**src/rtl/spi_alu_slave.sv**
```systemverilog
// spi_alu_slave
//   SPI-style serial ALU slave. The master clocks in a frame of
//   1 start bit, operand A, operand B and a 4-bit opcode, MSB first.
//   The result is latched onto the outputs when the last opcode bit is
//   sampled. The previous result is shifted back out on MISO during the
//   next frame.
//
// Ports
//   clk_arduino  in   serial clock from the master, the only clock
//   reset        in   asynchronous active-high reset
//   CS           in   chip select, active-low
//   MOSI         in   serial data from the master
//   MISO         out  serial readback of the previous result (registered)
//   leds         out  result of the last completed frame
//   carry        out  carry/borrow/overflow flag of the last frame
//   zero         out  leds == 0 after the last frame
//   op_err       out  last frame carried an undefined opcode
//   frame_err    out  sticky: a frame was aborted by CS rising early
//   done         out  one-cycle pulse after a frame completes
module spi_alu_slave #(
    parameter int WIDTH = 4,
    parameter int OP_W  = 4
) (
    input  logic             clk_arduino,
    input  logic             reset,
    input  logic             CS,
    input  logic             MOSI,
    output logic             MISO,
    output logic [WIDTH-1:0] leds,
    output logic             carry,
    output logic             zero,
    output logic             op_err,
    output logic             frame_err,
    output logic             done
);

    localparam int MAXW  = (WIDTH > OP_W) ? WIDTH : OP_W;
    localparam int CNT_W = $clog2(MAXW);
    localparam logic [CNT_W-1:0] DATA_LAST = CNT_W'(WIDTH - 1);
    localparam logic [CNT_W-1:0] OP_LAST   = CNT_W'(OP_W - 1);

    typedef enum logic [2:0] {
        IDLE,
        RX_A,
        RX_B,
        RX_OP,
        DONE,
        SKIP
    } state_t;

    state_t           state;
    logic [CNT_W-1:0] cnt;
    logic [WIDTH-1:0] a_sh;
    logic [WIDTH-1:0] b_sh;
    logic [OP_W-2:0]  op_sh;     // last opcode bit comes straight from MOSI
    logic [WIDTH-1:0] miso_sh;   // readback bits still to be sent, MSB first
    logic [WIDTH+1:0] alu_out;   // {op_err, carry, result}

    // Returns {op_err, carry, result}.
    function automatic logic [WIDTH+1:0] alu(input logic [WIDTH-1:0] a,
                                             input logic [WIDTH-1:0] b,
                                             input logic [OP_W-1:0]  op);
        logic [WIDTH:0]     wide;
        logic [2*WIDTH-1:0] prod;
        logic [WIDTH-1:0]   sh;
        logic [WIDTH-1:0]   res;
        logic               c;
        logic               err;
        wide = '0;
        res  = '0;
        c    = 1'b0;
        err  = 1'b0;
        sh   = WIDTH'(32'(b) % WIDTH);
        prod = {{WIDTH{1'b0}}, a} * {{WIDTH{1'b0}}, b};
        case (op)
            4'b0000: begin
                wide = {1'b0, a} + {1'b0, b};
                res  = wide[WIDTH-1:0];
                c    = wide[WIDTH];
            end
            4'b0001: begin
                // Top bit of the extended difference is the borrow.
                wide = {1'b0, a} - {1'b0, b};
                res  = wide[WIDTH-1:0];
                c    = wide[WIDTH];
            end
            4'b0010: res = a & b;
            4'b0011: res = a | b;
            4'b0100: res = a ^ b;
            4'b0101: res = a << sh;
            4'b0110: res = a >> sh;
            4'b0111: begin
                res = prod[WIDTH-1:0];
                c   = |prod[2*WIDTH-1:WIDTH];
            end
            default: err = 1'b1;
        endcase
        return {err, c, res};
    endfunction

    assign alu_out = alu(a_sh, b_sh, {op_sh, MOSI});

    always_ff @(posedge clk_arduino or posedge reset) begin
        if (reset) begin
            state     <= IDLE;
            cnt       <= '0;
            a_sh      <= '0;
            b_sh      <= '0;
            op_sh     <= '0;
            miso_sh   <= '0;
            MISO      <= 1'b0;
            leds      <= '0;
            carry     <= 1'b0;
            zero      <= 1'b0;
            op_err    <= 1'b0;
            frame_err <= 1'b0;
            done      <= 1'b0;
        end else begin
            done <= 1'b0;
            if (CS) begin
                // Deselect mid-reception is an abort; results stay untouched.
                if (state == RX_A || state == RX_B || state == RX_OP)
                    frame_err <= 1'b1;
                state <= IDLE;
                cnt   <= '0;
                MISO  <= 1'b0;
            end else begin
                case (state)
                    IDLE: begin
                        cnt <= '0;
                        if (MOSI) begin
                            state   <= RX_A;
                            MISO    <= leds[WIDTH-1];
                            miso_sh <= {leds[WIDTH-2:0], 1'b0};
                        end else begin
                            state <= SKIP;
                            MISO  <= 1'b0;
                        end
                    end
                    RX_A: begin
                        a_sh    <= {a_sh[WIDTH-2:0], MOSI};
                        MISO    <= miso_sh[WIDTH-1];
                        miso_sh <= miso_sh << 1;
                        if (cnt == DATA_LAST) begin
                            cnt   <= '0;
                            state <= RX_B;
                        end else begin
                            cnt <= cnt + 1'b1;
                        end
                    end
                    RX_B: begin
                        b_sh    <= {b_sh[WIDTH-2:0], MOSI};
                        MISO    <= miso_sh[WIDTH-1];
                        miso_sh <= miso_sh << 1;
                        if (cnt == DATA_LAST) begin
                            cnt   <= '0;
                            state <= RX_OP;
                        end else begin
                            cnt <= cnt + 1'b1;
                        end
                    end
                    RX_OP: begin
                        op_sh   <= {op_sh[OP_W-3:0], MOSI};
                        MISO    <= miso_sh[WIDTH-1];
                        miso_sh <= miso_sh << 1;
                        if (cnt == OP_LAST) begin
                            cnt       <= '0;
                            state     <= DONE;
                            leds      <= alu_out[WIDTH-1:0];
                            carry     <= alu_out[WIDTH];
                            op_err    <= alu_out[WIDTH+1];
                            zero      <= (alu_out[WIDTH-1:0] == '0);
                            frame_err <= 1'b0;
                            done      <= 1'b1;
                        end else begin
                            cnt <= cnt + 1'b1;
                        end
                    end
                    DONE, SKIP: MISO <= 1'b0;
                    default: begin
                        state <= IDLE;
                        MISO  <= 1'b0;
                    end
                endcase
            end
        end
    end

endmodule

```
**config.mk**
```make
export PLATFORM = sky130hd
export DESIGN_NAME = spi_alu_slave
export DESIGN_NICKNAME = d
export VERILOG_FILES = /design/src/rtl/spi_alu_slave.sv
export SDC_FILE = /design/constraint.sdc
export NUM_CORES = 1
export LEC_CHECK = 0
export BUFFER_PORTS_ARGS = -buffer_cell sky130_fd_sc_hd__buf_2
export CAP_MARGIN = 20
export CORE_UTILIZATION = 61
export DETAILED_ROUTE_END_ITERATION = 10
export GPL_TIMING_DRIVEN = 1
export HOLD_SLACK_MARGIN = 0.03
export PLACE_DENSITY = 0.8
export SETUP_SLACK_MARGIN = 0.02
export SLEW_MARGIN = 20
export SYNTH_ARGS = -nofsm -noshare
export SYNTH_HDL_FRONTEND = slang
export SYNTH_SLANG_ARGS = --single-unit
```
**constraint.sdc**
```tcl
create_clock -name clk_arduino -period 3.8 [get_ports clk_arduino]
set_clock_uncertainty 0.2 [all_clocks]
set_input_delay 0.76 -clock clk_arduino [delete_from_list [all_inputs] [get_ports clk_arduino]]
set_output_delay 0.76 -clock clk_arduino [all_outputs]
set_load 0.01 [all_outputs]
```
==> metrics, run 1 <==
run status=finished, final reports clean; number of antenna-violating nets in the routed design=0; number of hold violations in the final report=0; number of buffers and inverters on the critical path=1; main combinational cell family by area after synthesis=adder cells; Post-Synthesis Mean Instance Area=between 8 and 9 µm²; largest net degree at the start of global routing=33; IO Port Bufs=13; number of enable flip-flop cells after synthesis=0; type of the setup path with the least slack=flop to flop; worst-case headroom to the max-slew limit=0.550; clock transition at the registers of the reported paths=0.07 ns; portion of the post-synthesis area used by sequential elements=0.307; critical path fanouts, max=9; setup repair after global routing missed its margin=no; routed len/inst=16.4 µm; remaining design rule violation count=0; synthesized-area fraction occupied by xor and xnor cells=0.0297; most common cell in the synthesized netlist=sky130_fd_sc_hd__nand2_1; first-iteration detailed-routing DRC count=242; drt total wl=around 5.3 mm; number of global-route vias before repair=1828; Final period util=0.859; Worst-Skew Late Latency=~0.29 ns; number of pins exceeding their max-slew limit in the final report=0; post-synthesis share of cell area spent on full adders, half adders and majority gates=0.189; Ports=14; TritonCTS clock tree=yes; post-detailed-route via-to-cell ratio=5.78; number of buffers between clock root and the deepest sink=2; die height=64.2 µm; detailed-route via count=between 1500 and 2000; mux share of post-synthesis cell area=0.0535; Worst path most repeated cell=sky130_fd_sc_hd__fa_1; required time reported for the critical path endpoint=approximately 3.8 ns; number of nets in the finished design=312; area share of the largest cell type after synthesis=0.307; Setup Buffers After CTS=0; setup violation total in the final timing report=0; share of synthesized registers carrying an async set or reset=1.00; highest clock frequency the design can meet=306 MHz; post-placement worst setup slack=~0.54 ns; cell family with most CP delay=adder cells; largest area contributor in the netlist=sky130_fd_sc_hd__dfrtp_1; initial standard-cell utilization of the core=0.640; final period demand of the worst path=around 3.3 ns; compound-cell area share of the yosys netlist=0.175; Gates resized, CTS repair=0; post-synth design cell area=between 0.002 and 0.0025 mm²; max incr delay on CP=between 0.6 and 0.7 ns; simple-gate share of the synthesized area=0.164; peak supply drop=between 0.3 and 0.4 mV; fraction of final layout cells sized beyond drive strength 1=0.152; Post-synth top flop=sky130_fd_sc_hd__dfrtp_1; die boundary width=64.2 µm; area growth from synthesis to layout=7.42%; total negative setup slack=0 ns; most instantiated cells after synthesis=sky130_fd_sc_hd__nand2_1 (36), sky130_fd_sc_hd__dfrtp_1 (29), sky130_fd_sc_hd__nor2_1 (27); Final Util=0.688; sinks on the clock net=29; Tightest Pin Transition=0.674 ns; arrival time at the worst endpoint=around 3.2 ns; CTS root buf=sky130_fd_sc_hd__clkbuf_8; Global Route Usage Sum=0.292; PwrDens=between 500 and 600 mW/mm²; Synth Register Bits=29; die area=just over 0.004 mm²; Placeable Area=0.00369 mm²; global placement routability congestion=about 0.90; drt first pass iters=4; global-route wire length before repair=about 9.0 mm; Post-Synthesis Cells=roughly 270; DP HPWL=~4.0 mm; final hold slack=slightly above 0.3 ns; post-synthesis net count=slightly above 300; top post-synthesis cells by area=sky130_fd_sc_hd__dfrtp_1 (31%), sky130_fd_sc_hd__ha_1 (14%), sky130_fd_sc_hd__nand2_1 (5.7%), sky130_fd_sc_hd__fa_1 (5.1%), sky130_fd_sc_hd__nor2_1 (4.3%); hold buffer count at cts=0; slowest stage cell, crit path=sky130_fd_sc_hd__fa_1; Critical Path Start Type=flop; number of warnings issued by yosys=0; cell-by-cell listing of the critical path=nand2_1 > fa_1 > fa_1 > inv_1 > ha_1 > a21o_1 > a21oi_1 > xor2_1 > a41oi_1 > a31oi_1 > o21ai_1; # H-tree levels=2; unique cell type count in the Yosys netlist=55; number of antenna violations at the first check in global routing=0; standby leakage power=1.25 nW; final critical-path setup slack=between 0.5 and 0.6 ns; path type of the worst min-delay path=flop to flop; number of antenna cells inserted=0; cts bufs inserted=5; overflow left after global routing=0; Site Rows=22; maximum capacitance violations=0; element type at the critical path end=flop
-- worst paths after layout --
kind | cells past startpoint | startpoint | to | slack (ns)
max in group asynchronous | 3 | reset | b_sh[1] | 2.52
min reg2reg | 1 | frame_err | frame_err | 0.30
min in group asynchronous | 2 | reset | leds[1] | 0.36
max reg2reg | 11 | a_sh[2] | carry | 0.54
max | 11 | a_sh[2] | carry | 0.54
min | 1 | frame_err | frame_err | 0.30
-- final cells by class --
cell class	count	area [µm²]
multi-input cells	198	1440
fillers	300	1150
flip-flops and latches	29	726
repair buffers	16	108
inverters	26	100
clock buffers	7	96.3
well taps	48	60.1
clock inverters	1	5.00
-- logic make-up (layout without fill, tap and decap cells) --
logic type | after synthesis | in the layout
buf+inv | 40 | 50
compound gates | 61 | 61
fa+ha+maj | 32 | 32
xor+xnor | 8 | 8
flops | 29 | 29
simple gates | 86 | 86
mux | 11 | 11
-- per-stage QoR --
step,total power [mW],cells,cell area [µm²]
floorplan,0.892,267,2360
global placement,1.01,316,2410
detailed placement,1.04,317,2440
CTS,1.33,325,2540
global route,1.44,325,2540
finish,1.33,325,2540
-- state kept, by name (all words and copies together), names as in the netlist --
name       count
MISO           1
done           1
cnt            2
zero           1
state          3
frame_err      1
b_sh           4
leds           4
carry          1
a_sh           4
miso_sh        3
op_err         1
op_sh          3
-- report_power, final --
group | total (mW) | internal, mW | switching, mW | leakage (nW)
clock network | 0.284 | 0.163 | 0.120 | 0.0542
logic | 0.669 | 0.290 | 0.378 | 0.829
registers | 0.380 | 0.335 | 0.0448 | 0.363
total | 1.33 | 0.789 | 0.544 | 1.25
-- metal layers --
layer | up-vias | share of wire | global-route usage
li1 | 928 | - | -
met1 | 889 | 0.46 | 0.425
met2 | 55 | 0.46 | 0.431
met3 | 8 | 0.058 | 0.0661
met4 | 0 | 0.022 | 0.0917
met5 | - | 0 | 0
-- worst register-to-register path: stages (launching register included) --
cell and delay [ns]:
sky130_fd_sc_hd__dfrtp_1 0.48, sky130_fd_sc_hd__nand2_1 0.14, sky130_fd_sc_hd__fa_1 0.48, sky130_fd_sc_hd__fa_1 0.61
sky130_fd_sc_hd__inv_1 0.06, sky130_fd_sc_hd__ha_1 0.28, sky130_fd_sc_hd__a21o_1 0.15, sky130_fd_sc_hd__a21oi_1 0.18
sky130_fd_sc_hd__xor2_1 0.18, sky130_fd_sc_hd__a41oi_1 0.15, sky130_fd_sc_hd__a31oi_1 0.17, sky130_fd_sc_hd__o21ai_1 0.07
-- layout by cell type (no fill, tap or decap), types with 3 or more instances in the layout --
| cell type | count |
|---|---|
| sky130_fd_sc_hd__ha_1 | 26 |
| sky130_fd_sc_hd__buf_2 | 13 |
| sky130_fd_sc_hd__nand3_1 | 3 |
| sky130_fd_sc_hd__nand2_1 | 36 |
| sky130_fd_sc_hd__xnor2_1 | 4 |
| sky130_fd_sc_hd__dfrtp_1 | 29 |
| sky130_fd_sc_hd__nor2_1 | 27 |
| sky130_fd_sc_hd__mux2i_1 | 7 |
| sky130_fd_sc_hd__inv_1 | 22 |
| sky130_fd_sc_hd__mux2_2 | 3 |
| sky130_fd_sc_hd__inv_2 | 3 |
| sky130_fd_sc_hd__xor2_1 | 4 |
| sky130_fd_sc_hd__nand2b_1 | 4 |
| sky130_fd_sc_hd__nand3b_1 | 3 |
| sky130_fd_sc_hd__o21ai_1 | 6 |
| sky130_fd_sc_hd__o21ai_0 | 15 |
| sky130_fd_sc_hd__fa_1 | 6 |
| sky130_fd_sc_hd__nor3_1 | 4 |
| sky130_fd_sc_hd__clkbuf_8 | 7 |
| sky130_fd_sc_hd__a21oi_1 | 11 |
Power figures use the tool's default switching activity.
==> inputs of run 2 (changes only) <==
--- a/config.mk
+++ b/config.mk
@@ -9,7 +9,7 @@
 export CAP_MARGIN = 20
 export CORE_UTILIZATION = 61
 export DETAILED_ROUTE_END_ITERATION = 10
-export GPL_TIMING_DRIVEN = 1
+export GPL_TIMING_DRIVEN = 0
 export HOLD_SLACK_MARGIN = 0.03
 export PLACE_DENSITY = 0.8
 export SETUP_SLACK_MARGIN = 0.02
==> run 2 against run 1 <==
Critical path depth rose by 1. Clock power decreased by 9.5%. Global-route usage is 0.25 points lower. Worst setup slack got worse by 0.22 ns. Core utilization up 1.1 points. Clock-buffer cell count unchanged. Die area is the same. Sequential share of layout area is 0.40 points lower. Non-clock buffer count is 11 higher. Final cell count up 3.1%. Register-to-register slack got worse by 0.22 ns. Via count increased by 2.4%. Highest routed layer unchanged.
==> metrics, run 2 (same netlist as run 1, synthesis figures left out) <==
number of hold violations in the final report=0; standby leakage power=approximately 1.3 nW; registers with the highest flip-flop counts=a_sh (4), b_sh (4), leds (4); maximum capacitance violations=0; clock transition at the registers of the reported paths=0.06 ns; path type of the worst min-delay path=flop to flop; Placed Cells=328; critical path fanouts, max=10; Worst path most repeated cell=sky130_fd_sc_hd__fa_1; cell-by-cell listing of the critical path=clkbuf_4 > nand2_1 > fa_1 > fa_1 > inv_1 > ha_1 > a21o_1 > a21oi_1 > xor2_1 > a41oi_1 > a31oi_1 > o21ai_1; post-detailed-route via-to-cell ratio=roughly 5.7; # H-tree levels=2; sinks on the clock net=29; number of buffers between clock root and the deepest sink=2; number of nets in the finished design=323; type of the setup path with the least slack=flop to flop; leading cell types in the layout, fill and taps excluded=sky130_fd_sc_hd__nand2_1 (36), sky130_fd_sc_hd__dfrtp_1 (28), sky130_fd_sc_hd__nor2_1 (27); run status=finished, final reports clean; area growth from synthesis to layout=9.11%; worst-case headroom to the max-slew limit=0.612; Tightest Pin Transition=just under 0.6 ns; initial standard-cell utilization of the core=0.640; post-layout instance count excluding filler cells=335; setup violation total in the final timing report=0; slowest stage cell, crit path=sky130_fd_sc_hd__fa_1; Worst-Skew Late Latency=just under 0.3 ns; post-placement worst setup slack=0.207 ns; required time reported for the critical path endpoint=roughly 3.8 ns; cell family with most CP delay=adder cells; TritonCTS clock tree=yes; final critical-path setup slack=about 0.31 ns; remaining design rule violation count=0; routed len/inst=about 16 µm; drt total wl=5.23 mm; overflow left after global routing=0; CTS root buf=sky130_fd_sc_hd__clkbuf_8; highest clock frequency the design can meet=287 MHz; Final period util=0.917; worst reg2reg setup slack=about 0.31 ns; leading cell type in the layout, fill and taps excluded=sky130_fd_sc_hd__nand2_1; die height=about 64 µm; number of buffers and inverters on the critical path=2; number of pins exceeding their max-slew limit in the final report=0; total negative setup slack=0 ns; largest net degree at the start of global routing=30; fraction of final layout cells sized beyond drive strength 1=0.174; Placeable Area=between 0.003 and 0.004 mm²; final period demand of the worst path=approximately 3.5 ns; DP HPWL=about 4.0 mm; global placement routability congestion=0.906; Site Rows=22; element type at the critical path end=flop; number of antenna cells inserted=0; drt first pass iters=4; detailed-route via count=approximately 1900; combined area of the multi-input logic cells=around 0.0014 mm²; setup repair after global routing missed its margin=no; max incr delay on CP=around 0.60 ns; peak supply drop=0.291 mV; die area=between 0.004 and 0.005 mm²; IO Port Bufs=13; number of global-route vias before repair=approximately 1900; PwrDens=505 mW/mm²; sequential cell area=727 µm²; Critical Path Start Type=flop; number of antenna-violating nets in the routed design=0; Global Route Usage Sum=0.290; first-iteration detailed-routing DRC count=around 170; Ports=14; arrival time at the worst endpoint=between 3 and 4 ns; global-route wire length before repair=9.05 mm; cts bufs inserted=5; fill cell total of the finished layout=around 320; die boundary width=between 60 and 70 µm; number of antenna violations at the first check in global routing=0
-- run 2: per-stage QoR --
| stage | util | instance area, µm² | hold slack, ns | power (mW) |
|---|---|---|---|---|
| 6_report | 0.699 | 2580 | 0.289 | 1.30 |
| 5_1_grt | 0.699 | 2580 | 0.319 | 1.42 |
| 4_1_cts | 0.698 | 2570 | 0.292 | 1.30 |
| 3_5_place_dp | 0.674 | 2490 | 0.279 | 1.04 |
| 3_3_place_gp | 0.674 | 2490 | 0.281 | 1.02 |
| 2_1_floorplan | - | 2360 | 0.289 | 0.892 |
-- run 2: what timing repair did --
item,CTS,global route
endpoints found under the setup margin,0,1
buffers inserted,0,0
hold buffers,0,0
resized for setup,0,2
-- run 2: final cells by class --
class,count,share of cell area
sequential,29,0.282
clock buffer,7,0.0335
multi-input combinational,198,0.560
buffer,14,0.0374
tap,48,0.0233
timing repair buffer,13,0.0252
inverter,26,0.0388
-- run 2: path summary, 6_finish.rpt --
| check | start | endpoint | cells past startpoint |
|---|---|---|---|
| setup / recovery | b_sh[1] | carry | 12 |
| hold / removal | carry | carry | 2 |
| setup reg to reg | b_sh[1] | carry | 12 |
| hold reg to reg | carry | carry | 2 |
| max in group asynchronous | reset | b_sh[1] | 2 |
| min in group asynchronous | reset | leds[0] | 2 |
-- run 2: worst register-to-register path, delay by kind of cell, from the launching register on --
| family | cells | cell delay, ns |
|---|---|---|
| adders and majority gates | 3 | 1.37 |
| AOI/OAI and AO/OA | 5 | 0.79 |
| DFF | 1 | 0.44 |
| buffers and inverters | 2 | 0.30 |
| xor gates and xnor gates | 1 | 0.16 |
| and+or+nand+nor | 1 | 0.11 |
-- run 2: layer usage --
layer	wire length (µm)	track usage	vias to the layer above
met1	2370	0.404	920
met5	0	0	-
li1	-	-	947
met2	2490	0.459	50
met4	65	0.0833	0
met3	306	0.0554	8
-- run 2: where the power goes --
group | internal [mW] | total (mW) | switching (mW)
Combinational | 0.290 | 0.661 | 0.371
Sequential | 0.336 | 0.384 | 0.0486
Clock | 0.143 | 0.257 | 0.114
==> inputs of run 3 (changes only) <==
==> constraint.sdc (replaced) <==
create_clock -name clk_arduino -period 4 [get_ports clk_arduino]
set_clock_uncertainty 0.2 [all_clocks]
set_input_delay 0.8 -clock clk_arduino [delete_from_list [all_inputs] [get_ports clk_arduino]]
set_output_delay 0.8 -clock clk_arduino [all_outputs]
set_load 0.01 [all_outputs]
==> run 3 against run 2 <==
Flip-flop and latch count stayed put. Critical path depth stayed put. Maximum frequency is 3.4% lower. Sequential power is 5% lower. Combinational power is 5.1% lower. Non-clock buffer count stayed put. Largest cell class unchanged. Via count is 0.57% higher.
==> metrics, run 3 (same netlist as run 1, synthesis figures left out) <==
TritonCTS clock tree=yes; Setup Buffers After CTS=0; remaining design rule violation count=0; area growth from synthesis to layout=8.95%; global placement routability congestion=between 0.9 and 1; Gates resized, CTS repair=0; global-route wire length before repair=about 9.1 mm; initial standard-cell utilization of the core=0.640; peak supply drop=between 0.2 and 0.3 mV; number of nets in the finished design=323; launch instance of the worst register-to-register path=b_sh[1]; sinks on the clock net=29; Tightest Pin Transition=between 0.5 and 0.6 ns; highest routed metal layer=met4; path type of the worst min-delay path=flop to flop; drt total wl=between 5 and 6 mm; Site Rows=22; routed length on met1=approximately 2.4 mm; Final period util=0.902; final period demand of the worst path=3.61 ns; fraction of final layout cells sized beyond drive strength 1=0.171; element type at the critical path end=flop; number of cells traversed by the worst register-to-register path=12; Worst-Skew Late Latency=0.29 ns; final hold slack=approximately 0.29 ns; arrival time at the worst endpoint=roughly 3.6 ns; number of antenna violations at the first check in global routing=0; cts bufs inserted=5; overflow left after global routing=0; leading cell types in the layout, fill and taps excluded=sky130_fd_sc_hd__nand2_1 (36), sky130_fd_sc_hd__dfrtp_1 (29), sky130_fd_sc_hd__nor2_1 (27); Placeable Area=0.00369 mm²; CTS root buf=sky130_fd_sc_hd__clkbuf_8; drt first pass iters=4; sum of met3 wire segment lengths after detailed routing=313 µm; number of antenna-violating nets in the routed design=0; detailed-route via count=1936; clock transition at the registers of the reported paths=around 0.06 ns; final critical-path setup slack=0.391 ns; post-detailed-route via-to-cell ratio=about 5.8; routed len/inst=15.7 µm; die boundary width=64.2 µm; Ports=14; Finished Cell Area=0.00257 mm²; # H-tree levels=2; number of buffers between clock root and the deepest sink=2; Placed Cells=between 300 and 400; post-placement worst setup slack=approximately 0.4 ns; number of hold violations in the final report=0; leading cell type in the layout, fill and taps excluded=sky130_fd_sc_hd__nand2_1; number of global-route vias before repair=roughly 1900; Placement Cell Area=0.00249 mm²; hold buffer count at cts=0; first-iteration detailed-routing DRC count=172; Worst R2R End=carry; startpoint of the tightest hold check path=carry; launch point of the critical path=b_sh[1]; Critical Path Start Type=flop; setup repair after global routing missed its margin=no; critical path fanouts, max=10; registers with the highest flip-flop counts=a_sh (4), b_sh (4), leds (4); die height=roughly 64 µm; PwrDens=between 400 and 500 mW/mm²; total negative setup slack=0 ns; last element of the critical path=carry; run status=finished, final reports clean; fill cell total of the finished layout=around 320; Global Route Usage Sum=0.290; type of the setup path with the least slack=flop to flop; DP HPWL=3.99 mm; setup violation total in the final timing report=0; die area=approximately 0.0041 mm²; routed length on met2=2.46 mm; highest clock frequency the design can meet=between 200 and 300 MHz; number of antenna cells inserted=0; largest net degree at the start of global routing=30; maximum capacitance violations=0; standby leakage power=1.27 nW; worst reg2reg setup slack=about 0.4 ns; IO Port Bufs=13; number of pins exceeding their max-slew limit in the final report=0; required time reported for the critical path endpoint=approximately 4 ns; post-layout instance count excluding filler cells=between 300 and 400; worst-case headroom to the max-slew limit=0.613
## run 3: where the power goes
part / total [mW] / internal, mW / switching (mW)
combinational: 0.627 / 0.275 / 0.352
clock: 0.244 / 0.136 / 0.108
sequential: 0.365 / 0.319 / 0.0463
## run 3: area by class of cell
class | instances | area (µm²) | area share
buffer | 14 | 93.8 | 0.0365
timing repair buffer | 13 | 65.1 | 0.0253
inverter | 26 | 100 | 0.0389
multi-input combinational | 198 | 1440 | 0.561
sequential | 29 | 726 | 0.282
tap | 48 | 60.1 | 0.0233
clock buffer | 7 | 86.3 | 0.0335
## run 3: critical path, stage by stage, from the launching register on
cell and delay, ns:
sky130_fd_sc_hd__dfrtp_1 0.49, sky130_fd_sc_hd__buf_2 0.29, sky130_fd_sc_hd__nand2_1 0.14, sky130_fd_sc_hd__fa_1 0.49, sky130_fd_sc_hd__fa_1 0.60, sky130_fd_sc_hd__inv_1 0.06, sky130_fd_sc_hd__ha_1 0.28, sky130_fd_sc_hd__a21o_1 0.16
sky130_fd_sc_hd__a21oi_1 0.19, sky130_fd_sc_hd__xor2_1 0.16, sky130_fd_sc_hd__a41oi_1 0.14, sky130_fd_sc_hd__a31oi_1 0.22, sky130_fd_sc_hd__o21ai_1 0.08
## run 3: stage by stage
step | utilization | power, mW
finish | 0.698 | 1.24
floorplan | - | 0.848
detailed placement | 0.674 | 0.989
CTS | 0.698 | 1.24
global placement | 0.674 | 0.970
global route | 0.698 | 1.34
## run 3: worst min-delay path by stage
| stage | endpoint | slack, ns | cells after the start |
|---|---|---|---|
| after floorplan | miso_sh[3] | 0.29 | 2 |
| after CTS | carry | 0.29 | 2 |
| after detailed placement | carry | 0.28 | 2 |
| after global placement | carry | 0.28 | 2 |
| final | carry | 0.29 | 2 |
| after global routing | zero | 0.32 | 1 |
## run 3: metal layers
metal	vias to the layer above	track usage
li1	946	-
met1	925	0.404
met2	57	0.459
met3	8	0.0554
met4	0	0.0833
met5	-	0
